`config.mk`:
```
export PLATFORM = sky130hd
export DESIGN_NAME = ldpc_output_serializer
export DESIGN_NICKNAME = d
export VERILOG_FILES = /design/src/rtl/ldpc_output_serializer.sv
export SDC_FILE = /design/constraint.sdc
export NUM_CORES = 1
export LEC_CHECK = 0
export CORE_UTILIZATION = 46
export CTS_CLUSTER_DIAMETER = 60
export CTS_CLUSTER_SIZE = 25
export DETAILED_ROUTE_END_ITERATION = 7
export GPL_ROUTABILITY_DRIVEN = 0
export PLACE_DENSITY = 0.68
export SETUP_SLACK_MARGIN = 0.02
export SLEW_MARGIN = 15
export SYNTH_ARGS = -nofsm -noshare
export SYNTH_HDL_FRONTEND = slang
export SYNTH_SLANG_ARGS = --single-unit
```
`constraint.sdc`:
```
create_clock -name clk -period 82.5 [get_ports clk]
set_input_delay 16.5 -clock clk [delete_from_list [all_inputs] [get_ports clk]]
set_output_delay 16.5 -clock clk [all_outputs]
set_load 0.01 [all_outputs]
```
`src/rtl/ldpc_output_serializer.sv`:
```
// LDPC output serializer.
// Watches the decoder hard-decision vector P after a start pulse. The vector is
// captured when it has stayed unchanged for STABLE_CNT cycles (converged) or when
// MAX_CYCLES monitoring cycles have elapsed (timeout). The captured codeword is
// then streamed out as N_BITS/WORD_W words over a valid/ready handshake, with
// bit 0 of P in the MSB of the first word.
module ldpc_output_serializer #(
    parameter int N_BITS     = 576,
    parameter int WORD_W     = 32,
    parameter int STABLE_CNT = 3,
    parameter int MAX_CYCLES = 40
) (
    input  logic                clk,
    input  logic                reset,
    input  logic                start,
    input  logic [0:N_BITS-1]   P,
    output logic [WORD_W-1:0]   dout,
    output logic                dout_valid,
    input  logic                dout_ready,
    output logic                dout_last,
    output logic                busy,
    output logic                converged,
    output logic                frame_done
);

    localparam int N_WORDS = N_BITS / WORD_W;
    localparam int CYC_W   = $clog2(MAX_CYCLES + 1);
    localparam int STB_W   = $clog2(STABLE_CNT + 1);
    localparam int IDX_W   = (N_WORDS > 1) ? $clog2(N_WORDS) : 1;

    localparam logic [CYC_W-1:0] CYC_LIMIT = CYC_W'(MAX_CYCLES);
    localparam logic [STB_W-1:0] STB_LIMIT = STB_W'(STABLE_CNT);
    localparam logic [IDX_W-1:0] LAST_IDX  = IDX_W'(N_WORDS - 1);

    typedef enum logic [1:0] {IDLE, MONITOR, SEND} state_t;

    state_t              state_reg;
    logic [0:N_BITS-1]   prev_p_reg;
    logic [0:N_BITS-1]   buf_reg;
    logic [CYC_W-1:0]    cycle_cnt_reg;
    logic [STB_W-1:0]    stable_cnt_reg;
    logic [IDX_W-1:0]    word_idx_reg;
    logic [WORD_W-1:0]   dout_reg;
    logic                dout_valid_reg;
    logic                dout_last_reg;
    logic                converged_reg;
    logic                frame_done_reg;

    logic [CYC_W-1:0]    cycle_cnt_next;
    logic [STB_W-1:0]    stable_cnt_next;
    logic                conv_hit;
    logic                timeout_hit;
    logic                is_last;
    logic [IDX_W-1:0]    next_idx;

    // Word view of the captured buffer; lowest bit index lands in the word MSB.
    logic [WORD_W-1:0]   buf_words [N_WORDS];

    generate
        for (genvar gi = 0; gi < N_WORDS; gi++) begin : g_words
            assign buf_words[gi] = buf_reg[gi*WORD_W +: WORD_W];
        end
    endgenerate

    // Next-count values and capture decisions for the current MONITOR cycle.
    always_comb begin
        cycle_cnt_next  = cycle_cnt_reg + CYC_W'(1);
        stable_cnt_next = (P == prev_p_reg) ? stable_cnt_reg + STB_W'(1) : '0;
        conv_hit        = (stable_cnt_next == STB_LIMIT);
        timeout_hit     = (cycle_cnt_next == CYC_LIMIT);
        is_last         = (word_idx_reg == LAST_IDX);
        next_idx        = is_last ? word_idx_reg : word_idx_reg + IDX_W'(1);
    end

    // Control FSM with registered outputs; reset abandons any frame in flight.
    always_ff @(posedge clk) begin
        if (reset) begin
            state_reg      <= IDLE;
            cycle_cnt_reg  <= '0;
            stable_cnt_reg <= '0;
            word_idx_reg   <= '0;
            dout_reg       <= '0;
            dout_valid_reg <= 1'b0;
            dout_last_reg  <= 1'b0;
            converged_reg  <= 1'b0;
            frame_done_reg <= 1'b0;
        end else begin
            frame_done_reg <= 1'b0;
            case (state_reg)
                IDLE: begin
                    if (start) begin
                        prev_p_reg     <= P;
                        cycle_cnt_reg  <= '0;
                        stable_cnt_reg <= '0;
                        converged_reg  <= 1'b0;
                        state_reg      <= MONITOR;
                    end
                end
                MONITOR: begin
                    cycle_cnt_reg  <= cycle_cnt_next;
                    stable_cnt_reg <= stable_cnt_next;
                    prev_p_reg     <= P;
                    if (conv_hit || timeout_hit) begin
                        // Convergence wins when both fire on the same cycle.
                        buf_reg        <= P;
                        converged_reg  <= conv_hit;
                        word_idx_reg   <= '0;
                        dout_reg       <= P[0 +: WORD_W];
                        dout_valid_reg <= 1'b1;
                        dout_last_reg  <= (N_WORDS == 1);
                        state_reg      <= SEND;
                    end
                end
                SEND: begin
                    if (dout_ready) begin
                        if (is_last) begin
                            word_idx_reg   <= '0;
                            dout_reg       <= '0;
                            dout_valid_reg <= 1'b0;
                            dout_last_reg  <= 1'b0;
                            frame_done_reg <= 1'b1;
                            state_reg      <= IDLE;
                        end else begin
                            word_idx_reg  <= next_idx;
                            dout_reg      <= buf_words[next_idx];
                            dout_last_reg <= (next_idx == LAST_IDX);
                        end
                    end
                end
                default: state_reg <= IDLE;
            endcase
        end
    end

    assign dout       = dout_reg;
    assign dout_valid = dout_valid_reg;
    assign dout_last  = dout_last_reg;
    assign busy       = (state_reg != IDLE);
    assign converged  = converged_reg;
    assign frame_done = frame_done_reg;

endmodule

```
==> results of run 1 <==
-- worst max path at each step --
stage | start | to | slack [ns]
after CTS | P[573] | buf_reg[535] | 58.85
after detailed placement | P[573] | buf_reg[155] | 58.09
final | P[476] | buf_reg[246] | 58.69
after global placement | P[364] | buf_reg[521] | 58.02
after floorplan | P[425] | buf_reg[0] | 38.90
after global routing | P[388] | buf_reg[246] | 58.50
-- synth_stat cells (all sizes together) (3+ instances only) --
cell type / n / area share [%]
a32oi: 16 / 0.29
or4: 3 / 0.046
ha: 4 / 0.10
o21ai: 22 / 0.23
buf: 39 / 0.42
xnor2: 83 / 1.5
nand2: 171 / 1.3
edfxtp: 1152 / 71
a211oi: 32 / 0.49
mux2: 67 / 1.7
nor2b: 61 / 0.79
nand3: 40 / 0.42
a2111oi: 5 / 0.090
o2111ai: 17 / 0.31
mux2i: 50 / 1.0
a31oi: 83 / 1.1
mux4: 48 / 2.2
xor2: 481 / 8.7
o21a: 16 / 0.25
inv: 21 / 0.17
o22a: 16 / 0.29
nor4: 131 / 1.7
nand4: 53 / 0.68
nor2: 74 / 0.58
o22ai: 21 / 0.30
and4: 4 / 0.077
nor3: 26 / 0.27
nand2b: 3 / 0.039
dfxtp: 51 / 2.1
a21oi: 22 / 0.23
clkbuf: 62 / 0.48
or2: 3 / 0.039
and2: 17 / 0.22
a211o: 16 / 0.29
-- through the flow --
step	setup WS, ns	std cells	hold slack (ns)
floorplan	38.90	2931	0.461
global placement	58.02	4865	0.478
detailed placement	58.09	4865	0.488
CTS	58.85	5046	0.507
finish	58.69	5070	0.527
global route	58.50	5062	0.528
-- report_power, final --
part	switching, mW	leakage, nW	total [mW]	internal, mW
clock network	0.268	1.74	0.524	0.256
registers	0.00676	11.1	0.695	0.688
logic	0.0497	7.07	0.0891	0.0394
total	0.325	19.9	1.31	0.983
-- final cells by class --
class / count / area [sq um] / area share [%]
Tap cell: 1380 / 1730 / 2.87
Sequential cell: 1203 / 35600 / 59.2
Antenna cell: 23 / 57.6 / 0.0956
Inverter: 22 / 85.1 / 0.141
Multi-Input combinational cell: 1605 / 12600 / 20.9
Clock inverter: 81 / 1080 / 1.80
Clock buffer: 100 / 2500 / 4.16
Timing Repair Buffer: 656 / 6550 / 10.9
-- worst register-to-register path, stage by stage, from the launching register on --
cell and delay [ns]:
edfxtp_1 0.40, xor2_1 0.20, nor4_1 0.64, nand4_1 0.44, nor4_1 0.94, and4_1 0.46, and4_4 0.28, o21ai_0 0.18
nor2_4 0.15, buf_4 0.69, buf_12 0.47, buf_16 0.54, buf_4 1.18, buf_4 0.94
-- logic make-up after synthesis --
family	share of synthesized area, %
buffers and inverters	1.07
muxes	4.97
xor gates and xnor gates	10.2
DFF	73.3
adders and majority gates	0.103
AOI/OAI and AO/OA	4.08
and+or+nand+nor	6.27
-- per-layer routing --
layer	vias to the layer above	part of all wire (%)	GRT usage, %
li1	12600	-	-
met4	54	3.2	9.72
met2	1931	47	49.8
met3	298	12	9.02
met1	15300	38	43.5
met5	-	0.19	0
==> results_dict.tcl, run 1 <==
set metrics [dict create \
    ys_ff_latch 1203 \
    grt_max_degree 196 \
    synthesis.area_sq_um 48600 \
    p_leak_nw 19.9 \
    cp-start-kind "primary input" \
    first_pass_iters 6 \
    wl_per_cell_um 34.2 \
    vias 30300 \
    clk_path_buf_depth 3 \
    ctsRootBufferMaster "clkbuf_16" \
    placementRows 118 \
    avgSynthCellArea_sq_um 16.6 \
    drtIter0Drc 4599 \
    rr_startpoint "prev_p_reg[419]" \
    postCtsSetupBuffers 0 \
    finalCriticalPeriod_ns 23.81 \
    via_per_inst 5.97 \
    io_buffer_count 616 \
    yosysUniqueCellTypes 59 \
    die_h_um 327 \
    fill_cells 8109 \
    drive_gt1_share_pct 9.60 \
    post-dp-hpwl_um 128000 \
    crit_buf_inv 6 \
    max_freq_mhz 42.0 \
    power_mw 1.31 \
    critical_path_depth 14 \
    slowest_delay_ns 0.97 \
    rsz0062_at_grt "no" \
    cpLargestDelayFamily "buffers and inverters" \
    die-area_sq_um 107000 \
    maxCapViolCount 0 \
    grtUsageTotal_pct 31.9 \
    worstMarginPinSlew_ns 1.43 \
    cp-end-kind "flip-flop" \
    cp_common_cell "buf_4" \
    synth_warnings 0 \
    final.setup_skew_ns 0.0544 \
    tns_ns 0 \
    final_nets 4169 \
    ff2ff_path_depth 13 \
    ys_seq_area_share_pct 73.3 \
    status "complete, no violations" \
    crit_fanout 135 \
    ctsResizeCount 0 \
    cellPowerDensity_nw_per_um2 21.7 \
    finalWirelength_um 174000 \
    synth_ff_type "edfxtp_1" \
    syn_inst 2931 \
    cts-hold-fix-buffers 0 \
    vdd_drop_max_mv 0.0168 \
    min_from "stable_cnt_reg[1]" \
    slew_violations 0 \
    syn_nets 3515 \
    ant_nets 0 \
    antenna_found_initial 52 \
    core_sq_um 104000 \
    worstPathRequired_ns 82.80 \
    hold_end "stable_cnt_reg[1]" \
    finalSetupViolCount 0 \
    drc 0 \
    clk_latency_ns 0.72 \
    r2r_slack_ns 74.55 \
    post-route-util_pct 57.8 \
    start_util_pct 46.7 \
    fin_area_sq_um 60200 \
    final_cell_mix "edfxtp_1 (1152), clkdlybuf4s50_1 (615), xor2_1 (479)" \
    numCtsBuffers 97 \
    areaGrowthSynthToFinish_pct 23.9 \
    async_reset_ff_share_pct 0 \
    cts_tree "done" \
    critPathSlowestCell "buf_4" \
    overflow 0 \
    fp.dieW_um 327 \
    clk_pin_slew_ns 0.08 \
    layout_commonest_cell "edfxtp_1" \
    cts.sinks 1203 \
    slew_headroom_pct 4.44 \
    crit_chain "clkdlybuf4s50_1 > xor2_1 > nor4_2 > nand4_1 > nor4_1 > and4_1 > and4_4 > o21ai_0 > nor2_4 > buf_4 > buf_12 > buf_16 > buf_4 > buf_4" \
    cts_max_level 3 \
    criticalPathCategory "in -> reg" \
    critPathArrivalTime_ns 24.11 \
    r2r-end "buf_reg[246]" \
    grt_pass1_wl_um 232000 \
    final_hold_viol_count 0 \
    worstHoldPathType "reg -> reg" \
    io_pins 617 \
    min_path_cells 2 \
    fin_crit_sh_pct 28.9 \
    synth_edf_count 1152 \
    dpl_cell_area_sq_um 56500 \
    grt_pass1_vias 28700 \
]
No activity file was read; power rests on OpenSTA's default activity.
==> inputs of run 2 (changes only) <==
Clock period 82.5 ns to 22.8 ns, I/O delays scaled along.
==> results_dict.tcl, run 2 (same netlist as run 1, synthesis figures left out) <==
set metrics [dict create \
    status "complete, no violations" \
    worstPathRequired_ns 23.09 \
    cp-end-kind "flip-flop" \
    worst_slack_ns 12.71 \
    die-area_sq_um 107000 \
    first_pass_iters 6 \
    crit_chain "clkdlybuf4s50_1 > xor2_1 > nor4_1 > nand4_1 > nor4_1 > and4_1 > and4_4 > o21ai_0 > nor2_4 > buf_12 > buf_4" \
    maxCapViolCount 0 \
    clk_path_buf_depth 3 \
    max_freq_mhz 99.1 \
    cts_tree "done" \
    p_int_mw 3.52 \
    io_pins 617 \
    dpl_cell_area_sq_um 56500 \
    cts-hold-fix-buffers 0 \
    post-dp-hpwl_um 129000 \
    p_leak_nw 19.8 \
    layout_commonest_cell "edfxtp_1" \
    regArea_sq_um 35600 \
    overflow 0 \
    grt_pass1_wl_um 232000 \
    clk_pin_slew_ns 0.09 \
    postCtsSetupBuffers 0 \
    whs_ns 0.528 \
    clk_latency_ns 0.70 \
    ctsResizeCount 0 \
    finalWirelength_um 173000 \
    slew_violations 0 \
    pwr-share-seq_pct 54.1 \
    power_switching_mw 1.12 \
    critPathSlowestCell "nor4_1" \
    via_per_inst 5.87 \
    min_from "stable_cnt_reg[1]" \
    clkPwrFrac_pct 38.9 \
    slowest_delay_ns 1.12 \
    placementRows 118 \
    fin_area_sq_um 60000 \
    criticalPathCategory "in -> reg" \
    tns_ns 0 \
    grtUsageTotal_pct 32.0 \
    start_util_pct 46.7 \
    final_hold_viol_count 0 \
    finalSetupViolCount 0 \
    share_comb_of_total_power_pct 7.0 \
    areaGrowthSynthToFinish_pct 23.5 \
    pre_cts_ws_ns 12.38 \
    worstMarginPinSlew_ns 1.31 \
    ant_nets 0 \
    fill_cells 8123 \
    rsz0062_at_grt "no" \
    multiInputGateArea_sq_um 12600 \
    cp_common_cell "nor4_1" \
    cellPowerDensity_nw_per_um2 77.5 \
    grt_max_degree 195 \
    core_sq_um 104000 \
    numCtsBuffers 90 \
    drc 0 \
    startpoint "P[190]" \
    worstHoldPathType "reg -> reg" \
    final_cell_mix "edfxtp_1 (1152), clkdlybuf4s50_1 (615), xor2_1 (479)" \
    critPathArrivalTime_ns 10.38 \
    final_nets 4167 \
    cts_max_level 3 \
    finalCriticalPeriod_ns 10.09 \
    die_h_um 327 \
    fin_crit_sh_pct 44.2 \
    cts.sinks 1203 \
    final.setup_skew_ns 0.0432 \
    io_buffer_count 616 \
    grt_pass1_vias 28600 \
    vdd_drop_max_mv 0.0590 \
    drive_gt1_share_pct 9.41 \
    power_mw 4.65 \
    wl_per_cell_um 34.3 \
    crit_fanout 170 \
    ctsRootBufferMaster "clkbuf_16" \
    switching_share_pct 24.2 \
    fp.dieW_um 327 \
    antenna_found_initial 41 \
    slew_headroom_pct 11.7 \
    drtIter0Drc 4270 \
    vias 29700 \
    rr_startpoint "prev_p_reg[497]" \
    cp-start-kind "primary input" \
]
-- run 2: cell count changes in the layout (fill, tap and decap cells not counted), moves of 3 or more --
cell       previous run  this run
inv_12               13         5
clkbuf_16           100        91
clkinv_4              2         5
clkinv_1              5         1
inv_8                14        10
buf_4                35        43
bufinv_16             4         8
-- run 2: path summary, 6_finish.rpt --
path | slack (ns) | endpoint | depth (start not counted)
worst max-delay path | 12.71 | buf_reg[111] | 11
worst min-delay path | 0.53 | stable_cnt_reg[1] | 2
worst max register to register | 16.78 | buf_reg[111] | 10
worst min register to register | 0.53 | stable_cnt_reg[1] | 2
-- run 2: power groups by stage --
stage	combinational [mW]	sequential (mW)	clock [mW]
6_report	0.326	2.51	1.81
5_1_grt	0.340	2.52	1.89
4_1_cts	0.323	2.51	1.82
3_5_place_dp	0.320	2.56	0
3_3_place_gp	0.318	2.56	0
2_1_floorplan	0.101	2.59	0
-- run 2: critical path, delay by kind of cell --
kind / cells / cell delay [ns]
xor gates and xnor gates: 1 / 0.18
AOI/OAI and AO/OA: 1 / 0.19
and+or+nand+nor: 6 / 2.90
buffers and inverters: 3 / 2.24
-- run 2: routing by layer --
metal  share of wire (%)  GRT usage (%)  vias up
met3                  13           12.1      274
met4                 3.6           11.2       40
li1                    -              -    12600
met1                  37           41.5    14900
met5                0.15              0        -
met2                  46           49.4     1870
-- run 2: area by class of cell --
| cell class | instances | area share (%) |
|---|---|---|
| inverters | 22 | 0.142 |
| diodes | 23 | 0.0960 |
| clock inverters | 73 | 1.83 |
| flip-flops and latches | 1203 | 59.4 |
| clock buffers | 92 | 3.80 |
| repair buffers | 661 | 10.9 |
| multi-input cells | 1605 | 21.0 |
| well taps | 1380 | 2.88 |
-- run 2: metrics by stage --
step / util [%] / cells
after CTS: 57.6 / 5036
after floorplan: - / 2931
after detailed placement: 54.3 / 4871
final: 57.6 / 5059
after global placement: 54.3 / 4871
after global routing: 57.6 / 5050
